`src/rtl/btn_pkg.sv`:
```
// Shared types and constants for the push-button conditioning path:
// channel state encoding, button index map and 100 MHz default timings.
package btn_pkg;

    typedef enum logic [2:0] {
        IDLE        = 3'd0,
        ARM         = 3'd1,
        HELD_DELAY  = 3'd2,
        HELD_REPEAT = 3'd3,
        RELEASE     = 3'd4
    } chan_state_e;

    localparam int NUM_BTN   = 4;
    localparam int BTN_UP    = 0;
    localparam int BTN_DOWN  = 1;
    localparam int BTN_LEFT  = 2;
    localparam int BTN_RIGHT = 3;

    localparam int DEF_DEB_CYCLES = 1000000;
    localparam int DEF_REP_DELAY  = 25000000;
    localparam int DEF_REP_PERIOD = 2000000;

    function automatic int max3(input int a, input int b, input int c);
        int m;
        m = (a > b) ? a : b;
        m = (m > c) ? m : c;
        return m;
    endfunction

    // Counter only ever needs to reach (largest interval - 1).
    function automatic int cnt_width(input int a, input int b, input int c);
        int w;
        w = $clog2(max3(a, b, c));
        return (w < 1) ? 1 : w;
    endfunction

endpackage

```
`src/rtl/button_conditioner_debounce_channel.sv`:
```
// One button channel: 2-flop synchronizer, debounce/auto-repeat FSM and
// its shared interval counter, producing a debounced level and a strobe.
module debounce_channel
    import btn_pkg::*;
#(
    parameter int DEB_CYCLES = DEF_DEB_CYCLES,
    parameter int REP_DELAY  = DEF_REP_DELAY,
    parameter int REP_PERIOD = DEF_REP_PERIOD,
    parameter int REP_EN     = 1
) (
    input  logic clk,
    input  logic rst,
    input  logic raw,
    output logic level,
    output logic pulse
);

    localparam int CNT_W = cnt_width(DEB_CYCLES, REP_DELAY, REP_PERIOD);
    localparam logic [CNT_W-1:0] CNT_ZERO    = {CNT_W{1'b0}};
    localparam logic [CNT_W-1:0] CNT_ONE     = CNT_W'(1);
    localparam logic [CNT_W-1:0] DEB_LAST    = CNT_W'(DEB_CYCLES - 1);
    localparam logic [CNT_W-1:0] DELAY_LAST  = CNT_W'(REP_DELAY - 1);
    localparam logic [CNT_W-1:0] PERIOD_LAST = CNT_W'(REP_PERIOD - 1);

    logic             sync1_r;
    logic             sync2_r;
    chan_state_e      state_r;
    chan_state_e      state_next_s;
    logic [CNT_W-1:0] cnt_r;
    logic [CNT_W-1:0] cnt_next_s;
    logic             level_r;
    logic             level_next_s;
    logic             pulse_r;
    logic             pulse_next_s;

    // Bring the asynchronous button into the clk domain.
    always_ff @(posedge clk or posedge rst) begin
        if (rst) begin
            sync1_r <= 1'b0;
            sync2_r <= 1'b0;
        end else begin
            sync1_r <= raw;
            sync2_r <= sync1_r;
        end
    end

    // State, counter and registered outputs.
    always_ff @(posedge clk or posedge rst) begin
        if (rst) begin
            state_r <= IDLE;
            cnt_r   <= CNT_ZERO;
            level_r <= 1'b0;
            pulse_r <= 1'b0;
        end else begin
            state_r <= state_next_s;
            cnt_r   <= cnt_next_s;
            level_r <= level_next_s;
            pulse_r <= pulse_next_s;
        end
    end

    // Next-state logic; the counter is cleared on every transition.
    always_comb begin
        state_next_s = state_r;
        cnt_next_s   = cnt_r;
        level_next_s = level_r;
        pulse_next_s = 1'b0;
        case (state_r)
            IDLE: begin
                if (sync2_r) begin
                    state_next_s = ARM;
                    cnt_next_s   = CNT_ZERO;
                end else begin
                    cnt_next_s   = CNT_ZERO;
                end
            end
            ARM: begin
                if (!sync2_r) begin
                    state_next_s = IDLE;
                    cnt_next_s   = CNT_ZERO;
                end else if (cnt_r == DEB_LAST) begin
                    state_next_s = HELD_DELAY;
                    cnt_next_s   = CNT_ZERO;
                    level_next_s = 1'b1;
                    pulse_next_s = 1'b1;
                end else begin
                    cnt_next_s   = cnt_r + CNT_ONE;
                end
            end
            HELD_DELAY: begin
                if (!sync2_r) begin
                    state_next_s = RELEASE;
                    cnt_next_s   = CNT_ZERO;
                end else if ((REP_EN != 0) && (cnt_r == DELAY_LAST)) begin
                    state_next_s = HELD_REPEAT;
                    cnt_next_s   = CNT_ZERO;
                    pulse_next_s = 1'b1;
                end else if (cnt_r == DELAY_LAST) begin
                    // Repeat disabled: park the counter rather than wrap.
                    cnt_next_s   = cnt_r;
                end else begin
                    cnt_next_s   = cnt_r + CNT_ONE;
                end
            end
            HELD_REPEAT: begin
                if (!sync2_r) begin
                    state_next_s = RELEASE;
                    cnt_next_s   = CNT_ZERO;
                end else if (cnt_r == PERIOD_LAST) begin
                    cnt_next_s   = CNT_ZERO;
                    pulse_next_s = 1'b1;
                end else begin
                    cnt_next_s   = cnt_r + CNT_ONE;
                end
            end
            RELEASE: begin
                if (sync2_r) begin
                    state_next_s = HELD_DELAY;
                    cnt_next_s   = CNT_ZERO;
                end else if (cnt_r == DEB_LAST) begin
                    state_next_s = IDLE;
                    cnt_next_s   = CNT_ZERO;
                    level_next_s = 1'b0;
                end else begin
                    cnt_next_s   = cnt_r + CNT_ONE;
                end
            end
            default: begin
                state_next_s = IDLE;
                cnt_next_s   = CNT_ZERO;
                level_next_s = 1'b0;
            end
        endcase
    end

    assign level = level_r;
    assign pulse = pulse_r;

endmodule

```
`src/rtl/button_conditioner.sv`:
```
// Four debounced, auto-repeating button channels plus a one-hot move
// arbiter (right > left > up > down) feeding the block-movement stage.
module button_conditioner
    import btn_pkg::*;
#(
    parameter int DEB_CYCLES = DEF_DEB_CYCLES,
    parameter int REP_DELAY  = DEF_REP_DELAY,
    parameter int REP_PERIOD = DEF_REP_PERIOD,
    parameter int REP_EN     = 1
) (
    input  logic       clk,
    input  logic       rst,
    input  logic [3:0] btn_raw,
    output logic [3:0] btn_level,
    output logic [3:0] btn_pulse,
    output logic       move_up,
    output logic       move_down,
    output logic       move_left,
    output logic       move_right
);

    for (genvar i = 0; i < NUM_BTN; i++) begin : g_chan
        debounce_channel #(
            .DEB_CYCLES (DEB_CYCLES),
            .REP_DELAY  (REP_DELAY),
            .REP_PERIOD (REP_PERIOD),
            .REP_EN     (REP_EN)
        ) u_chan (
            .clk   (clk),
            .rst   (rst),
            .raw   (btn_raw[i]),
            .level (btn_level[i]),
            .pulse (btn_pulse[i])
        );
    end

    // Losing strobes are dropped; btn_pulse still carries every channel.
    assign move_right = btn_pulse[BTN_RIGHT];
    assign move_left  = btn_pulse[BTN_LEFT] & ~btn_pulse[BTN_RIGHT];
    assign move_up    = btn_pulse[BTN_UP] & ~btn_pulse[BTN_RIGHT] & ~btn_pulse[BTN_LEFT];
    assign move_down  = btn_pulse[BTN_DOWN] & ~btn_pulse[BTN_RIGHT] & ~btn_pulse[BTN_LEFT]
                      & ~btn_pulse[BTN_UP];

endmodule

```
`config.mk`:
```
export PLATFORM = sky130hd
export DESIGN_NAME = button_conditioner
export DESIGN_NICKNAME = d
export VERILOG_FILES = /design/src/rtl/btn_pkg.sv /design/src/rtl/button_conditioner_debounce_channel.sv /design/src/rtl/button_conditioner.sv
export SDC_FILE = /design/constraint.sdc
export NUM_CORES = 1
export LEC_CHECK = 0
export ABC_AREA = 1
export BUFFER_PORTS_ARGS = -buffer_cell sky130_fd_sc_hd__buf_2
export CORE_ASPECT_RATIO = 1.5
export CORE_MARGIN = 2
export CORE_UTILIZATION = 40
export CTS_BUF_LIST = sky130_fd_sc_hd__clkbuf_8
export CTS_CLUSTER_DIAMETER = 100
export DETAILED_ROUTE_END_ITERATION = 7
export PLACE_DENSITY_LB_ADDON = 0.15
export SYNTH_ARGS = -nofsm -noshare
export SYNTH_HDL_FRONTEND = slang
export SYNTH_HIERARCHICAL = 1
export SYNTH_SLANG_ARGS = --single-unit
```
`constraint.sdc`:
```
create_clock -name clk -period 3.4 [get_ports clk]
set_input_delay 0.51 -clock clk [delete_from_list [all_inputs] [get_ports clk]]
set_output_delay 0.51 -clock clk [all_outputs]
set_load 0.03 [all_outputs]
```
* After elaboration in Yosys (flattened, before gate mapping) *
Index checks and enable logic that the tools add are counted.
Widths: inputs -> output; s select.

word-level totals
  register bits = 128
  bits in latches = 0
  RAM bits = 0
  bits in read-only memories = 0
  input port bits = 6
  output and inout bits = 12
  word-level logic and storage cells = 237
  memories kept = 0

operators by class
  add/sub/neg operators = 4
  multipliers = 0
  div/mod/pow operators = 0
  magnitude comparators = 0
  equal/unequal tests = 64
  shift operators = 0
  mux-type cells = 116
  bitwise gates (word level) = 13
  reduce and logical (&&, ||, !) cells = 16

operators with widths
  operator               number
  $mux 25                28
  $pmux 25 s4            4
  $add 25x1->25 const B  4
  $eq 25x20->1 const B   4
  $eq 25x21->1 const B   4
  $eq 25x25->1 const B   4
  $mux 3                 32
  $pmux 3 s5             4
  $mux 1                 40
  $reduce_and 5->1       8
  $ne 2x1->1 const B     16
  $eq 3x2->1 const B     8
  $ne 3x3->1 const B     8
  $pmux 1 s3             8
  $ne 2x2->1 const B     8
  $eq 3x1->1 const B     4
  $eq 3x3->1 const B     4
  $logic_not 3->1        4
  $ne 3x1->1 const B     4
  $reduce_or 3->1        4
  $not 1->1              7
  $and 1x1->1            6

* Logic depth before layout (Yosys ltp) *
Gate-level depths: netlist of the first run.

  depth after elaboration = 4
  gate-level depth with buffers = 11
  mapped depth without buffers = 11

* By module *
Netlist of the first run, hierarchy kept.

by module, submodules not included
  module                                    instances  cells an instance  area an instance (um^2)  seq. area each (um^2)
  debounce_channel at g_chan[0].u_chan ...  2          263                2009.4                   800.8
  debounce_channel at g_chan[3].u_chan      1          274                1994.4                   800.8
  debounce_channel at g_chan[2].u_chan      1          276                1989.4                   800.8
  button_conditioner                        1          9                  37.5                     0.0

* Worst setup path before layout of the first run *
OpenSTA, ideal clock, no wires.

  path type = flip-flop to flip-flop
  start point = register g_chan[0].u_chan.cnt_r[0]
  end point = register g_chan[0].u_chan.cnt_r[11]
  setup time = 0.126 ns
  arrival time = 1.632 ns
  data required time = 3.274 ns
  setup slack = 1.642 ns
  stages on the path, launching flop included = 12
  buffers on the path = 1
  clock period less this slack = 1.758 ns
  cells stage by stage = dfrtp_1 ha_1 nand2_2 nor2_4 nand2_4 nor2_4 inv_1 o21ai_4 nand3_2 nor2_4 buf_8 nor2_2

between the ends
  cells in the longest elaborated chain, start to end = 4
  elaborated cells on any way between the ends = 12
  those cells by class = add/sub: 1; eq/ne: 3; mux: 8

RTL lines
  item                                       line                                       RTL
  from (decl)                                button_conditioner_debounce_channel.sv:29  logic [CNT_W-1:0] cnt_r;
  from (signal assigned)                     button_conditioner_debounce_channel.sv:56  cnt_r <= cnt_next_s;
  $add 25x1->25 (tied with other cells)      -
  $mux 25 (on tied branches) (2 in series)   -
  $pmux 25 s4 *                              button_conditioner_debounce_channel.sv:68  case (state_r)
  named net g_chan[0].u_chan.cnt_next_s[11]  button_conditioner_debounce_channel.sv:30  logic [CNT_W-1:0] cnt_next_s;

Mark *: on every way through the listed nets, which the timed path passes. The rest lies on a longest branch.
A chain may end at the register's enable or synchronous reset.

* Worst setup path after layout of the first run *
  start point = register g_chan[1].u_chan.cnt_r[0]
  end point = register g_chan[1].u_chan.cnt_r[15]

between the ends
  cells in the longest elaborated chain, start to end = 4
  elaborated cells on any way between the ends = 12
  those cells by class = add/sub: 1; eq/ne: 3; mux: 8

RTL lines
  item                                       line
  from (decl)                                button_conditioner_debounce_channel.sv:29
  from (signal assigned)                     button_conditioner_debounce_channel.sv:56
  $add 25x1->25 (tied with other cells)      -
  $mux 25 (on tied branches) (2 in series)   -
  $pmux 25 s4 *                              button_conditioner_debounce_channel.sv:68
  named net g_chan[1].u_chan.cnt_next_s[15]  button_conditioner_debounce_channel.sv:30

Marks and branches as above.

==> results of run 1 <==
[state kept, by name, indices dropped and copies added (netlist names)]
name / flops
g_chan.u_chan/sync2_r: 4
g_chan.u_chan/state_r: 12
g_chan.u_chan/level: 4
g_chan.u_chan/sync1_r: 4
g_chan.u_chan/cnt_r: 100
g_chan.u_chan/pulse: 4
[where the power goes]
group	switching, mW	internal [mW]	total [mW]
logic	0.926	0.349	1.28
registers	0.114	1.65	1.77
clock network	0.656	0.765	1.42
[routing by layer]
metal  up-vias  global-route usage  routed length [µm]
li1       3500                   -                   -
met1      3219               0.210                7750
met2       148               0.348                9830
met3        52              0.0427                 635
met4         0              0.0838                 616
met5         -                   0                   0
[through the flow]
| stage | hold WS (ns) | util | worst slack, ns | total power [mW] | instance area [µm²] |
|---|---|---|---|---|---|
| global placement | 0.333 | 0.422 | 1.25 | 3.10 | 8350 |
| detailed placement | 0.337 | 0.422 | 1.14 | 3.10 | 8350 |
| global route | 0.121 | 0.443 | 0.973 | 4.80 | 8770 |
| floorplan | 0.331 | - | 1.64 | 2.91 | 8040 |
| CTS | 0.129 | 0.443 | 1.14 | 4.54 | 8770 |
| finish | 0.155 | 0.443 | 1.19 | 4.46 | 8770 |
[final cells by class]
class	instances	area, µm²	share of cell area
Sequential cell	128	3200	0.365
Inverter	139	523	0.0596
Clock inverter	13	161	0.0184
Timing Repair Buffer	21	115	0.0131
Multi-Input combinational cell	805	4180	0.477
Clock buffer	19	262	0.0298
Tap cell	260	325	0.0371
[cell families (layout without fill, tap and decap cells)]
logic type / after synthesis / count (layout) / synth area share
xor+xnor: 75 / 75 / 0.0817
flops: 128 / 128 / 0.398
fa+ha+maj: 4 / 4 / 0.00622
compound gates: 60 / 60 / 0.0464
buf+inv: 152 / 192 / 0.0817
simple gates: 666 / 666 / 0.386
[cell usage after synthesis (8+ instances only)]
cell type,count,area (µm²)
xor2_1,57,499
nand3_2,8,80.1
nor2_1,227,852
nor2_4,15,169
nand4_1,39,244
nand2_1,197,739
nand3_1,88,440
inv_2,8,30.0
nor3_1,26,130
o21ai_0,22,110
inv_1,130,488
dfrtp_1,128,3200
a21oi_1,19,95.1
nand2_2,13,81.3
nor2_2,35,219
xnor2_1,18,158
[critical path, cell delays in order, from the launching register on]
cell     delay (ns)
dfrtp_1        0.38
ha_1           0.21
nand2_2        0.08
nor2_4         0.14
nand2_4        0.10
nor2_4         0.10
nand3_1        0.15
nand2_2        0.13
nand3_2        0.10
nor2_4         0.56
nor2_1         0.11
[path summary, 6_finish.rpt]
check                                           from                         end  slack [ns]  cells past startpoint
hold / removal                                   rst   g_chan[0].u_chan/cnt_r[7]        0.16                      3
setup / recovery           g_chan[1].u_chan/cnt_r[0]  g_chan[1].u_chan/cnt_r[15]        1.19                     10
max in group asynchronous                        rst  g_chan[1].u_chan/cnt_r[21]        2.92                      3
min in group clk                          btn_raw[1]    g_chan[1].u_chan/sync1_r        0.16                      1
hold reg to reg             g_chan[2].u_chan/sync1_r    g_chan[2].u_chan/sync2_r        0.35                      0
setup reg to reg           g_chan[1].u_chan/cnt_r[0]  g_chan[1].u_chan/cnt_r[15]        1.19                     10
==> metrics.cfg, run 1 <==
[status]
status = finished clean

[synth]
synth-seq-cells = 128
yosysWarnings = 6
synth_area_per_cell_um2 = 7.41
ys_async_sr_fraction = 1.00
synth_edf_count = 0
syn_inst = 1085
synth_cell_types = 36
synth-main-ff-cell = dfrtp_1
yosysSeqAreaShare = 0.398
syn_area_um2 = 8040
syn-num-nets = 1095

[sta]
finClkSkew_ns = 0.0183
hold_violations = 0
tns_ns = 0
relSlewSlack = 0.545
rsz0062_at_grt = false
fin_crit_sh = 0.651
worst_pin_slew_ns = 0.680
max_freq_mhz = 452
drv_slew = 0
finalSetupViolCount = 0
layout_min_cycle_time_ns = 2.21

[finish]
fin_cells = 1385
layout-drive-gt1-share = 0.126
fillers = 2069
syn_to_final_growth_pct = 9.07
final_cell_mix = nor2_1 (227), nand2_1 (197), inv_1 (131), dfrtp_1 (128), nand3_1 (88)
final_nets = 1122
antennaDiodeCount = 0
final_common_cell = nor2_1

[critical_path]
setup.worst_path.start_class = flop
worstPathRequired_ns = 3.72
cp_max_fo = 24
worst_setup_path_end_kind = flop
crit_type = reg -> reg
cp.arrival_ns = 2.53

[placement]
gp_congestion = 0.898
placed_cells = 1353
hpwlAfterDp_um = 14300
io_buffers = 17

[floorplan]
die_w_um = 120
die_area_um2 = 21300
start_util = 0.406
rows = 63
core_um2 = 19800
die_y_um = 178
boundaryPins = 18

[power_and_ir_drop]
leakage_nw = 3.77
peakVddDrop_v = 0.000243
p_per_area_nw_per_um2 = 509

[global_route]
grt_max_degree = 33
antenna_found_initial = 0
grt_pass1_wl_um = 32600
grt_overflow = 0
grt_pass1_vias = 7012
grt_usage = 0.190

[route]
drt_iter0_markers = 433
drc_errors = 0
drt_wl_total_um = 18800
num_vias = 6919
wl_per_cell_um = 13.6
vias_per_cell = 5.00
dr.pass1.iters = 5
ant_nets = 0

[min_path]
hold_path_class = in -> async

[clock_network]
clk_latency_ns = 0.47
cts_buffer_depth = 2
cts_root_buf = clkbuf_8
cts_num_sinks = 128
cts_tree = yes
cts_max_level = 4
ctsHoldBuffers = 0
postCtsSetupBuffers = 0
cts_buffers = 17
cts.clk_slew.worst_paths_ns = 0.09
cts_resized = 0

[run]
maxCapViolCount = 0

(Power assumes the default switching activity.)
==> run 2, diff against run 1 <==
ABC_AREA = 0   (was 1)
clock period = 2.22 ns   (was 3.4 ns; I/O delays follow)
==> metrics.cfg, run 2 <==
[status]
status = finished clean  ; unchanged

[finish]
final_cell_mix = dfrtp_1 (128), nor2_1 (88), xor2_1 (52), nand3_1 (49), a21oi_1 (48)  ; was nor2_1 (227), nand2_1 (197), inv_1 (131), dfrtp_1 (128), nand3_1 (88)
largest_reg_flops = 100  ; unchanged
stdcell_area_um2 = 8180  ; was 8770 µm²
top_regs = g_chan.u_chan/cnt_r (100), g_chan.u_chan/state_r (12)  ; unchanged
layout-drive-gt1-share = 0.162  ; was 0.126
syn_to_final_growth_pct = 18.2  ; was 9.07%
fillers = 1564  ; was 2069
top_register = g_chan.u_chan/cnt_r  ; unchanged
final_common_cell = dfrtp_1  ; was nor2_1
final-seq-area_um2 = 3200  ; unchanged
multi_input_area_um2 = 3610  ; was 4180 µm²
finalCoreUtilization = 0.486  ; was 0.443
antennaDiodeCount = 0  ; unchanged
final_nets = 789  ; was 1122

[critical_path]
cp_slowest_cell = or4_4  ; was nor2_4
cp.arrival_ns = 2.50  ; was 2.53 ns
worst_setup_path_end_kind = flop  ; unchanged
setup.worst_path.start_class = flop  ; unchanged
path_cells = or4_4 > nor4_4 > nand4_1 > a32oi_2 > buf_12 > a21oi_1  ; was ha_1 > nand2_2 > nor2_4 > nand2_4 > nor2_4 > nand3_1 > nand2_2 > nand3_2 > nor2_4 > nor2_1
worstPathRequired_ns = 2.54  ; was 3.72 ns
cp_max_fo = 25  ; was 24
cpPeakStageDelay_ns = 0.53  ; was 0.56 ns
crit_type = reg -> reg  ; unchanged

[sta]
drv_slew = 0  ; unchanged
max_freq_mhz = 459  ; was 452 MHz
rsz0062_at_grt = true  ; was false
finalSetupViolCount = 0  ; unchanged
fin_crit_sh = 0.981  ; was 0.651
finClkSkew_ns = 0.0131  ; was 0.0183 ns
relSlewSlack = 0.564  ; was 0.545
hold_violations = 0  ; unchanged
layout_min_cycle_time_ns = 2.18  ; was 2.21 ns
holdWs_ns = 0.353  ; was 0.155 ns
worst_pin_slew_ns = 0.648  ; was 0.680 ns

[synth]
synth_top_area_share = 0.463  ; was 0.398
yosysMostFrequentCell = dfrtp_1  ; was nor2_1
synth.top_cells.by_area = dfrtp_1 (46%), xor2_1 (6.6%), xnor2_1 (5.3%), nor2_1 (4.8%), a21oi_1 (3.9%)  ; was dfrtp_1 (40%), nor2_1 (11%), nand2_1 (9.2%), xor2_1 (6.2%), inv_1 (6.1%)
synth_cell_types = 57  ; was 36
synth_edf_count = 0  ; unchanged
ys_async_sr_fraction = 1.00  ; unchanged
synth-seq-cells = 128  ; unchanged
ys_top_cells_by_count = dfrtp_1 (128), nor2_1 (88), a21oi_1 (54), xor2_1 (52), nand3_1 (49)  ; was nor2_1 (227), nand2_1 (197), inv_1 (130), dfrtp_1 (128), nand3_1 (88)
synth_area_per_cell_um2 = 9.59  ; was 7.41 µm²
syn_inst = 721  ; was 1085
yosysTopAreaCell = dfrtp_1  ; unchanged
yosysWarnings = 6  ; unchanged
syn_area_um2 = 6920  ; was 8040 µm²
synth-main-ff-cell = dfrtp_1  ; unchanged
syn-num-nets = 731  ; was 1095
yosysSeqAreaShare = 0.463  ; was 0.398

[run]
maxCapViolCount = 0  ; unchanged

[floorplan]
start_util = 0.411  ; was 0.406
boundaryPins = 18  ; unchanged
die_y_um = 165  ; was 178 µm
die_w_um = 111  ; was 120 µm
core_um2 = 16800  ; was 19800 µm²
die_area_um2 = 18400  ; was 21300 µm²
rows = 58  ; was 63

[power_and_ir_drop]
peakVddDrop_v = 0.000321  ; was 0.000243 V
p_per_area_nw_per_um2 = 617  ; was 509 nW/µm²
leakage_nw = 3.22  ; was 3.77 nW

[global_route]
grt_pass1_wl_um = 26200  ; was 32600 µm
grt_pass1_vias = 5674  ; was 7012
antenna_found_initial = 0  ; unchanged
grt_max_degree = 33  ; unchanged
grt_usage = 0.173  ; was 0.190
grt_overflow = 0  ; unchanged

[clock_network]
cts_buffers = 17  ; unchanged
clk_latency_ns = 0.45  ; was 0.47 ns
cts_max_level = 4  ; unchanged
cts_tree = yes  ; unchanged
cts_buffer_depth = 2  ; unchanged
cts.clk_slew.worst_paths_ns = 0.07  ; was 0.09 ns
cts_num_sinks = 128  ; unchanged
cts_root_buf = clkbuf_8  ; unchanged

[route]
dr.pass1.iters = 4  ; was 5
ant_nets = 0  ; unchanged
num_vias = 5554  ; was 6919
vias_per_cell = 5.54  ; was 5.00
drt_wl_total_um = 15500  ; was 18800 µm
drt_iter0_markers = 373  ; was 433
wl_per_cell_um = 15.5  ; was 13.6 µm
drc_errors = 0  ; unchanged

[placement]
hpwlAfterDp_um = 10300  ; was 14300 µm
io_buffers = 17  ; unchanged
dpl-instance-area_um2 = 7410  ; was 8350 µm²
gp_congestion = 0.804  ; was 0.898

[min_path]
hold_path_class = reg -> reg  ; was in -> async

run 2: cell count changes after synthesis, moves of 24 or more:
cell,delta
nand2_1,-151
nor2_1,-139
inv_1,-111
nand3_1,-39
a21oi_1,+35
nor2_2,-31
xnor2_1,+24
run 2: path summary, 6_finish.rpt:
path	endpoint	from	cells after the start	slack, ns
worst max-delay path	g_chan[0].u_chan/cnt_r[4]	g_chan[0].u_chan/cnt_r[8]	6	0.04
worst min-delay path	g_chan[3].u_chan/sync2_r	g_chan[3].u_chan/sync1_r	0	0.35
worst max register to register	g_chan[0].u_chan/cnt_r[4]	g_chan[0].u_chan/cnt_r[8]	6	0.04
worst min register to register	g_chan[3].u_chan/sync2_r	g_chan[3].u_chan/sync1_r	0	0.35
max in group asynchronous	g_chan[1].u_chan/cnt_r[24]	rst	4	1.35
min in group asynchronous	g_chan[3].u_chan/cnt_r[11]	rst	4	0.57
run 2: report_power, final:
| group | switching [mW] | total (mW) | internal, mW |
|---|---|---|---|
| clock | 0.936 | 2.50 | 1.56 |
| sequential | 0.0222 | 2.37 | 2.35 |
| combinational | 0.112 | 0.177 | 0.0646 |
run 2: cells by family (layout without fill, tap and decap cells):
family	Yosys count	count (layout)	share of synthesized area
adder cells (fa/ha/maj)	4	4	0.00724
XOR/XNOR	94	94	0.119
AO/OA/AOI/OAI	97	98	0.0923
buffers and inverters	41	111	0.0320
flip-flops	128	128	0.463
AND/OR/NAND/NOR	357	357	0.286
run 2: layout make-up:
class / count / share of cell area
Clock inverter: 11 / 0.0256
Multi-Input combinational cell: 553 / 0.441
Sequential cell: 128 / 0.392
Clock buffer: 21 / 0.0354
Tap cell: 210 / 0.0321
Timing Repair Buffer: 60 / 0.0654
Inverter: 19 / 0.00872
run 2: repair_timing:
action | CTS | global route
setup buffers | 0 | 4
setup endpoints to repair | 0 | 72
endpoints found under the hold margin | 17 | 0
hold buffers | 5 | 0
gates resized for setup | 0 | 22
run 2: critical path: cells and delay by family (launching register included):
family                 cells  cell delay [ns]
AO/OA/AOI/OAI              2             0.40
buffers and inverters      1             0.21
flip-flops                 1             0.43
AND/OR/NAND/NOR            3             1.01
run 2: routing by layer:
metal,vias to the layer above,share of wire,GRT usage
li1,2684,-,-
met2,74,0.53,0.315
met3,21,0.022,0.0358
met1,2775,0.43,0.199
met4,0,0.014,0.0718
met5,-,0,0
run 2: per-stage QoR:
stage / power (mW) / worst slack (ns) / TNS [ns] / cells
global placement: 2.56 / 0.0651 / 0 / 957
CTS: 5.11 / 0.0547 / 0 / 994
global route: 5.25 / -0.0314 / -0.405 / 1002
finish: 5.05 / 0.0411 / 0 / 1002
floorplan: 2.52 / 0.139 / 0 / 721
detailed placement: 2.57 / 0.0586 / 0 / 957
